`config.mk`:
```
export PLATFORM = sky130hd
export DESIGN_NAME = virtual_ds2431_mem_read_scratchpad
export DESIGN_NICKNAME = d
export VERILOG_FILES = /design/src/rtl/virtual_ds2431_mem_read_scratchpad_pkg.sv /design/src/rtl/virtual_ds2431_mem_read_scratchpad_crc16.sv /design/src/rtl/virtual_ds2431_mem_read_scratchpad.sv
export SDC_FILE = /design/constraint.sdc
export NUM_CORES = 1
export LEC_CHECK = 0
export ABC_AREA = 0
export CAP_MARGIN = 25
export CORE_ASPECT_RATIO = 1.5
export CORE_MARGIN = 2
export CORE_UTILIZATION = 40
export CTS_BUF_LIST = sky130_fd_sc_hd__clkbuf_8
export DETAILED_ROUTE_END_ITERATION = 8
export DONT_BUFFER_PORTS = 1
export GPL_TIMING_DRIVEN = 0
export SETUP_SLACK_MARGIN = 0.3
export SLEW_MARGIN = 40
export SYNTH_ARGS = -nofsm -noshare
export SYNTH_HDL_FRONTEND = slang
export SYNTH_HIERARCHICAL = 1
export SYNTH_SLANG_ARGS = --single-unit
```
`constraint.sdc`:
```
create_clock -name clk -period 8.62 [get_ports clk]
set_clock_uncertainty 0.1 [all_clocks]
set_input_delay 1.293 -clock clk [delete_from_list [all_inputs] [get_ports clk]]
set_output_delay 1.293 -clock clk [all_outputs]
set_load 0.02 [all_outputs]
```
`src/rtl/virtual_ds2431_mem_read_scratchpad_pkg.sv`:
```
// Shared definitions for the DS2431 Read Scratchpad (0xAA) command stage.
// Optional build macro VDS2431_RDSP_FF_PAD_EN enables the 0xFF padding state.
package virtual_ds2431_mem_read_scratchpad_pkg;

   localparam logic [7:0]  RDSP_OPCODE = 8'hAA;
   localparam logic [15:0] CRC16_POLY  = 16'hA001;
   localparam logic [15:0] CRC16_INIT  = 16'h0000;

   localparam int ES_AA_BIT = 7;
   localparam int ES_PF_BIT = 5;

   typedef enum logic [2:0] {
      ST_IDLE,
      ST_SEND,
      ST_WAIT,
      ST_DONE,
      ST_PAD
   } rdsp_state_t;

endpackage

```
`src/rtl/virtual_ds2431_mem_read_scratchpad_crc16.sv`:
```
// Combinational byte-wide CRC16 update (reflected 0xA001, LSB first).
// Shared by the write-, read- and copy-scratchpad command stages.
module virtual_ds2431_crc16_byte
   import virtual_ds2431_mem_read_scratchpad_pkg::*;
(
   input  logic [15:0] crcIn,
   input  logic [7:0]  dat,
   output logic [15:0] crcOut
);

   always_comb begin
      logic [15:0] c;
      c = crcIn ^ {8'h00, dat};
      for (int i = 0; i < 8; i++) begin
         c = c[0] ? ((c >> 1) ^ CRC16_POLY) : (c >> 1);
      end
      crcOut = c;
   end

endmodule

```
`src/rtl/virtual_ds2431_mem_read_scratchpad.sv`:
```
// DS2431 Read Scratchpad: streams TA1, TA2, E/S, scratchpad bytes and inverted CRC16.
// Build macro VDS2431_RDSP_FF_PAD_EN keeps answering read slots with 0xFF after the CRC.
module virtual_ds2431_mem_read_scratchpad
   import virtual_ds2431_mem_read_scratchpad_pkg::*;
(
   input  logic        clk,
   input  logic        nRst,
   input  logic        cmdRunTrig,
   input  logic        endCmd,
   input  logic [7:0]  TA1,
   input  logic [7:0]  TA2,
   input  logic [2:0]  ES,
   input  logic        PF,
   input  logic        AA,
   input  logic [63:0] Scratchpad,
   input  logic        ByteTransDone,
   output logic [7:0]  sentDat,
   output logic        transTrig,
   output logic        nRxTx,
   output logic        cmdDone,
   output logic        cmdFailed
);

   rdsp_state_t state_q, state_d;
   logic [3:0]  idx_q, idx_d;
   logic [2:0]  ptr_q, ptr_d;
   logic [15:0] crc_q, crc_d;
   logic [7:0]  ta1_q, ta1_d, ta2_q, ta2_d, es_q, es_d;
   logic [63:0] sp_q, sp_d;
   logic        fail_q, fail_d;
`ifdef VDS2431_RDSP_FF_PAD_EN
   logic        pad_trig_q, pad_trig_d;
`endif

   logic [3:0]  data_end;
   logic        is_crc, is_crc_hi;
   logic [7:0]  es_byte, cur_byte, crc_dat;
   logic [15:0] crc_in, crc_out;

   virtual_ds2431_crc16_byte u_crc (
      .crcIn  (crc_in),
      .dat    (crc_dat),
      .crcOut (crc_out)
   );

   // Last data byte index depends on the start offset: 3 header bytes plus 8-TA1[2:0] data bytes.
   always_comb begin
      data_end  = 4'd10 - {1'b0, ta1_q[2:0]};
      is_crc    = idx_q > data_end;
      is_crc_hi = idx_q == (data_end + 4'd2);

      es_byte            = 8'h00;
      es_byte[2:0]       = ES;
      es_byte[ES_PF_BIT] = PF;
      es_byte[ES_AA_BIT] = AA;

      if (idx_q == 4'd0)              cur_byte = ta1_q;
      else if (idx_q == 4'd1)         cur_byte = ta2_q;
      else if (idx_q == 4'd2)         cur_byte = es_q;
      else if (idx_q <= data_end)     cur_byte = sp_q[{ptr_q, 3'b000} +: 8];
      else if (idx_q == data_end + 4'd1) cur_byte = ~crc_q[7:0];
      else                            cur_byte = ~crc_q[15:8];

      // In IDLE the single CRC instance computes the opcode seed.
      crc_in  = (state_q == ST_IDLE) ? CRC16_INIT  : crc_q;
      crc_dat = (state_q == ST_IDLE) ? RDSP_OPCODE : cur_byte;
   end

   always_comb begin
      state_d   = state_q;
      idx_d     = idx_q;
      ptr_d     = ptr_q;
      crc_d     = crc_q;
      ta1_d     = ta1_q;
      ta2_d     = ta2_q;
      es_d      = es_q;
      sp_d      = sp_q;
      fail_d    = 1'b0;
`ifdef VDS2431_RDSP_FF_PAD_EN
      pad_trig_d = 1'b0;
`endif
      sentDat   = 8'hFF;
      transTrig = 1'b0;
      nRxTx     = 1'b0;
      cmdDone   = 1'b0;

      case (state_q)
         ST_IDLE: begin
            if (cmdRunTrig && !endCmd) begin
               ta1_d   = TA1;
               ta2_d   = TA2;
               es_d    = es_byte;
               sp_d    = Scratchpad;
               crc_d   = crc_out;
               idx_d   = 4'd0;
               ptr_d   = TA1[2:0];
               state_d = ST_SEND;
            end
         end
         ST_SEND: begin
            sentDat   = cur_byte;
            transTrig = 1'b1;
            nRxTx     = 1'b1;
            state_d   = ST_WAIT;
         end
         ST_WAIT: begin
            sentDat = cur_byte;
            nRxTx   = 1'b1;
            if (ByteTransDone) begin
               if (!is_crc) crc_d = crc_out;
               if (idx_q > 4'd2 && !is_crc) ptr_d = ptr_q + 3'd1;
               idx_d   = idx_q + 4'd1;
               state_d = is_crc_hi ? ST_DONE : ST_SEND;
            end
         end
         ST_DONE: begin
            cmdDone = 1'b1;
            nRxTx   = 1'b1;
`ifdef VDS2431_RDSP_FF_PAD_EN
            state_d = ST_PAD;
`else
            state_d = ST_IDLE;
`endif
         end
         ST_PAD: begin
`ifdef VDS2431_RDSP_FF_PAD_EN
            nRxTx      = 1'b1;
            transTrig  = pad_trig_q;
            pad_trig_d = ByteTransDone;
`else
            state_d = ST_IDLE;
`endif
         end
         default: state_d = ST_IDLE;
      endcase

      // Abort only counts as a failure while CRC bytes are still outstanding.
      if (endCmd && state_q != ST_IDLE) begin
         state_d = ST_IDLE;
         fail_d  = (state_q == ST_SEND) || (state_q == ST_WAIT);
`ifdef VDS2431_RDSP_FF_PAD_EN
         pad_trig_d = 1'b0;
`endif
      end
   end

   assign cmdFailed = fail_q;

   always_ff @(posedge clk or negedge nRst) begin
      if (!nRst) begin
         state_q <= ST_IDLE;
         idx_q   <= 4'd0;
         ptr_q   <= 3'd0;
         crc_q   <= CRC16_INIT;
         ta1_q   <= 8'h00;
         ta2_q   <= 8'h00;
         es_q    <= 8'h00;
         sp_q    <= 64'h0;
         fail_q  <= 1'b0;
`ifdef VDS2431_RDSP_FF_PAD_EN
         pad_trig_q <= 1'b0;
`endif
      end else begin
         state_q <= state_d;
         idx_q   <= idx_d;
         ptr_q   <= ptr_d;
         crc_q   <= crc_d;
         ta1_q   <= ta1_d;
         ta2_q   <= ta2_d;
         es_q    <= es_d;
         sp_q    <= sp_d;
         fail_q  <= fail_d;
`ifdef VDS2431_RDSP_FF_PAD_EN
         pad_trig_q <= pad_trig_d;
`endif
      end
   end

endmodule

```
# Yosys cells after proc, flatten, opt, wreduce, memory -nomap -nowiden
# Index checks and enable logic that the tools add are counted.
[word_totals] regBits=112 out_inout_bits=12 inputBits=90
[classes] n_addsub=5 n_eq_ne=13 mux=36 n_bitwise=11 order_cmp=3 shift=1 n_reduce_logical=17
[ops] op="$mux W16" n=12
[ops] op="$shiftx A64 B7 Y8" n=1
[ops] op="$mux W8" n=7
[ops] op="$pmux W16 S2" n=1
[ops] op="$not A2 Y3" n=8
[ops] op="$mux W3" n=6
[ops] op="$not A8 Y8" n=2
[ops] op="$xor A16 B8 Y16" n=1
[ops] op="$pmux W3 S3" n=1
[ops] op="$add A4 B1 Y4 const B" n=2
[ops] op="$eq A4 B4 Y1" n=2
[ops] op="$mux W4" n=2
[ops] op="$pmux W4 S2" n=1
[ops] op="$reduce_and A4 Y1" n=2
[ops] op="$eq A3 B2 Y1 const B" n=2
[ops] op="$ne A2 B2 Y1 const B" n=3
[ops] op="$pmux W3 S2" n=1
[ops] op="$add A4 B2 Y4 const B" n=1
[ops] op="$eq A4 B1 Y1 const B" n=1
[ops] op="$eq A4 B2 Y1 const B" n=1
[ops] op="$gt A4 B2 Y1 const B" n=1
[ops] op="$gt A4 B4 Y1" n=1
[ops] op="$le A4 B4 Y1" n=1
[ops] op="$logic_not A4 Y1" n=1
[ops] op="18 further kinds" n=25

# Depth between registers and ports, before layout
[depth] ltp_word=29 depth_mapped=14 ltp_nobuf=14

# Cells and area by module
# Netlist, hierarchy kept.
[modules_own_cells] module="virtual_ds2431_mem_read_scratchpad" cells_each=454 instances=1 area_per_inst_um2=5941.9
[modules_own_cells] module="virtual_ds2431_crc16_byte" cells_each=29 instances=1 area_per_inst_um2=309.0

# Worst setup path after synthesis
# OpenSTA, ideal clock, no wires.
[synth_path] kind="flip-flop to output port" start="reg ta1_q[0]" end="out sentDat[0]" path_buffers=0 slack_ns=4.552 arrival_ns=2.675 t_required_ns=7.227 path_stages_with_launch=10 path_cell_list="dfrtp_1 -> ha_1 -> xor2_1 -> inv_1 -> ha_1 -> and3b_1 -> a2111oi_4 -> nor2_4 -> o32a_1 -> o221ai_1"
[synth_between] elab_chain_len=9 elab_cells_between_ends=10
[synth_lines] item="start: declaration" line_no="virtual_ds2431_mem_read_scratchpad.sv:28" source="logic [7:0] ta1_q, ta1_d, ta2_q, ta2_d, es_q, es_d;"
[synth_lines] item="start signal: assignment" line_no="virtual_ds2431_mem_read_scratchpad.sv:168" source="ta1_q <= ta1_d;"
[synth_lines] item="$sub A4 B3 Y4" line_no="virtual_ds2431_mem_read_scratchpad.sv:48" source="data_end = 4'd10 - {1'b0, ta1_q[2:0]};"
[synth_lines] item="$add A4 B1 Y4" line_no="virtual_ds2431_mem_read_scratchpad.sv:61" source="else if (idx_q == data_end + 4'd1) cur_byte = ~crc_q[7:0];"
[synth_lines] item="$eq A4 B4 Y1" line_no="virtual_ds2431_mem_read_scratchpad.sv:61"
[synth_lines] item="$mux W8" line_no="virtual_ds2431_mem_read_scratchpad.sv:61"
[synth_lines] item="$mux W8" line_no="virtual_ds2431_mem_read_scratchpad.sv:60" source="else if (idx_q <= data_end) cur_byte = sp_q[{ptr_q, 3'b000} +: 8];"
[synth_lines] item="$mux W8" line_no="virtual_ds2431_mem_read_scratchpad.sv:59" source="else if (idx_q == 4'd2) cur_byte = es_q;"
[synth_lines] item="$mux W8" line_no="virtual_ds2431_mem_read_scratchpad.sv:58" source="else if (idx_q == 4'd1) cur_byte = ta2_q;"
[synth_lines] item="$mux W8 (*)" line_no="virtual_ds2431_mem_read_scratchpad.sv:57" source="if (idx_q == 4'd0) cur_byte = ta1_q;"
[synth_lines] item="$mux W8 (*)" line_no="virtual_ds2431_mem_read_scratchpad.sv:87" source="case (state_q)"
[synth_lines] item="end: declaration" line_no="virtual_ds2431_mem_read_scratchpad.sv:17" source="output logic [7:0] sentDat,"
# Every way passes the cells marked *; elsewhere a longest branch is shown, timed or not.

# Worst setup path after layout
[layout_path] start="reg ta1_q[0]" end="out sentDat[2]"
[layout_between] elab_chain_len=9 elab_cells_between_ends=10
[layout_lines] item="$sub A4 B3 Y4 (*)" line_no="virtual_ds2431_mem_read_scratchpad.sv:48"
[layout_lines] item="$add A4 B1 Y4" line_no="virtual_ds2431_mem_read_scratchpad.sv:61"
[layout_lines] item="$eq A4 B4 Y1" line_no="virtual_ds2431_mem_read_scratchpad.sv:61"
[layout_lines] item="$mux W8" line_no="virtual_ds2431_mem_read_scratchpad.sv:61"
[layout_lines] item="$mux W8 (*)" line_no="virtual_ds2431_mem_read_scratchpad.sv:60"
[layout_lines] item="$mux W8 (*)" line_no="virtual_ds2431_mem_read_scratchpad.sv:59"
[layout_lines] item="$mux W8 (*)" line_no="virtual_ds2431_mem_read_scratchpad.sv:58"
[layout_lines] item="$mux W8 (*)" line_no="virtual_ds2431_mem_read_scratchpad.sv:57"
[layout_lines] item="$mux W8 (*)" line_no="virtual_ds2431_mem_read_scratchpad.sv:87"
# Marks and branches as above.

==> flow_summary.yaml <==
cts:
  insertion_delay_ns: 0.39
  clk_pin_slew_worst_paths_ns: 0.11
  cts_sinks: 111
  cts_buffer_depth: 2
  numCtsBuffers: 9
  ctsHoldBuffers: 0
  post_cts_resized: 0
  cts_root_buffer: "clkbuf_8"
  tritoncts: "yes"
  htreeDepth: 3
  cts_setup_buffers: 0
sta:
  holdWs_ns: 0.410
  post-route-period-util_pct: 57.1
  final.setup.tns_ns: 0
  worstMarginPinSlew_ns: 0.810
  max_clock_freq_mhz: 203
  slew-limit-headroom_pct: 46.0
  drv_slew: 0
  grt_setup_unrepaired: "false"
  min_period_ns: 4.92
  hold_violations: 0
  setup_viol: 0
detailed_routing:
  drc: 0
  drt_pass1_iterations: 4
  wl_um: 15500
  vias: 3990
  viasPerCell: 5.68
  wl_per_cell_um: 22.1
  antenna_left: 0
  drtIter0Drc: 192
worst_setup_path:
  end_kind: "primary output"
  worstPathArrival_ns: 3.53
  worst-setup-path-type: "reg -> out"
  required_ns: 7.23
  start_kind: "flip-flop"
  worstPathMaxFanout: 9
die:
  core_area_sq_um: 15500
  initial_core_util_pct: 40.4
  placementRows: 56
  die_area_sq_um: 16700
  fp.dieH_um: 157
  top_level_ports: 102
  die_w_um: 106
final_layout:
  stdcell_area_sq_um: 6700
  drive_gt1_share_pct: 34.9
  syn2layout_area_growth_pct: 7.19
  num-nets-final: 600
  fill_cells: 1399
synth:
  yosys.area.top_type_share_pct: 44.4
  synthArstFlopShare_pct: 100
  syn_area_sq_um: 6250
  synth_edf_count: 0
  synth_cell_types: 61
  synthCells: 483
  synthTopCellsByArea: "dfrtp_1, mux2_2, mux4_2"
  synth_fp_nets: 589
  yosysTopAreaCell: "dfrtp_1"
  syn_area_per_cell_sq_um: 12.9
  yosys_most_used_dff: "dfrtp_1"
  synth_warnings: 6
  ys_ff_latch: 111
  ys_seq_area_share_pct: 44.4
global_routing:
  gr-usage-all-layers_pct: 19.2
  gr-total-overflow: 0
  grt_max_degree: 112
  grt_pass1_wl_um: 24200
  antenna_found_initial: 1
  first_global_vias: 4320
power:
  powerDensity_nw_per_um2: 474
  p_leak_nw: 2.75
  p_seq_share_pct: 29.2
  internal_power_mw: 1.86
  p_sw_mw: 1.32
  switching_share_pct: 41.6
  combinationalPowerShare_pct: 60.9
  clockPowerShare_pct: 9.9
  max-vdd-ir-drop_v: 0.000262
placement:
  gp_congestion: 0.891
  port-buffer-count: 0
  dpl_cell_area_sq_um: 6500
  dp_hpwl_um: 11800
status:
  status: "finished, final reports clean"
job:
  cap_violations: 0
worst_hold_path:
  hp-class: "reg -> reg"
==> routing by layer <==
metal  share of wire, %  track usage, %  vias up
met5                  0               0        -
met4                2.7            7.27        0
met3                4.3            4.02       28
met2                 55            36.6       97
met1                 38            20.8     2059
li1                   -               -     1806
==> worst paths after layout <==
path	slack (ns)	start	to	cells after the start
max	3.70	ta1_q[0]$_DFFE_PN0P_	sentDat[2]	9
min	0.41	sp_q[54]$_DFFE_PN0P_	sp_q[54]$_DFFE_PN0P_	1
max reg2reg	4.13	ta1_q[0]$_DFFE_PN0P_	crc_q[0]$_DFFE_PN0P_	14
min reg2reg	0.41	sp_q[54]$_DFFE_PN0P_	sp_q[54]$_DFFE_PN0P_	1
max in group asynchronous	7.69	nRst	es_q[5]$_DFFE_PN0P_	0
min in group asynchronous	0.49	nRst	cmdFailed$_DFF_PN0_	0
==> cells in the mapped netlist (10+ instances only) <==
master,count
mux2_1,10
nor2b_1,17
dfrtp_1,111
xnor2_1,13
clkbuf_1,15
mux4_2,16
inv_1,14
nor2_1,17
o21ai_0,18
ha_1,16
mux2_2,96
o221ai_1,10
==> cell usage in the layout, fill, tap and decap left out, types with 3 or more instances in the layout <==
master	count
nand2_1	8
dfrtp_1	111
o21ai_0	18
xor2_1	9
xor2_2	3
a221oi_1	5
a21oi_1	4
xnor2_2	4
nor2b_1	17
a21boi_0	3
o32a_1	6
a22oi_1	3
mux2_1	10
inv_8	3
xnor2_1	13
inv_1	15
clkbuf_8	9
buf_2	8
mux4_2	16
mux2_4	5
buf_4	9
nand3_1	3
clkbuf_1	15
mux2i_1	6
ha_1	16
o211ai_1	7
o221ai_1	10
mux2_2	96
nor2_1	17
==> power by group through the flow <==
stage | sequential [mW] | combinational [mW] | clock [mW]
floorplan | 0.887 | 1.56 | 0
global placement | 0.924 | 1.91 | 0
detailed placement | 0.939 | 1.94 | 0
CTS | 0.927 | 1.95 | 0.321
global route | 0.956 | 2.10 | 0.340
finish | 0.928 | 1.94 | 0.314
==> through the flow <==
step                total power, mW  utilization [%]  setup slack (ns)  instances
floorplan                      2.45                -              4.55        483
global placement               2.83             42.0              4.19        686
detailed placement             2.88             42.0              4.10        686
CTS                            3.20             43.2              3.65        702
global route                   3.40             43.3              3.49        703
finish                         3.18             43.3              3.70        703
==> cells by family after synthesis <==
logic type / count (synthesis) / share of synthesized area, %
fa+ha+maj: 16 / 3.20
compound gates: 78 / 9.81
xor+xnor: 30 / 5.26
flops: 111 / 44.4
buf+inv: 49 / 3.88
mux: 133 / 27.0
simple gates: 66 / 6.39
==> worst max-delay path, cell delays in order, from the launching register on <==
cell       delay, ns
dfrtp_1         0.43
ha_1            0.20
xor2_1          0.20
inv_1           0.07
ha_1            0.34
and3b_1         0.23
a2111oi_4       0.54
nor2_4          0.17
o32a_1          0.44
o221ai_1        0.52
==> layout make-up <==
type	count	area, sq um	share of cell area, %
clock inverter	7	63.8	0.952
sequential	111	2780	41.5
clock buffer	9	124	1.85
multi-input combinational	323	3240	48.3
inverter	15	56.3	0.840
buffer	34	186	2.78
tap	203	254	3.79
antenna	1	2.50	0.0373
==> registers in the layout (all words and copies together) (netlist names) <==
name	cells
es_q	5
ta1_q	8
state_q	2
sp_q	64
crc_q	16
ptr_q	3
cmdFailed	1
idx_q	4
ta2_q	8
Power figures use the tool's default switching activity.
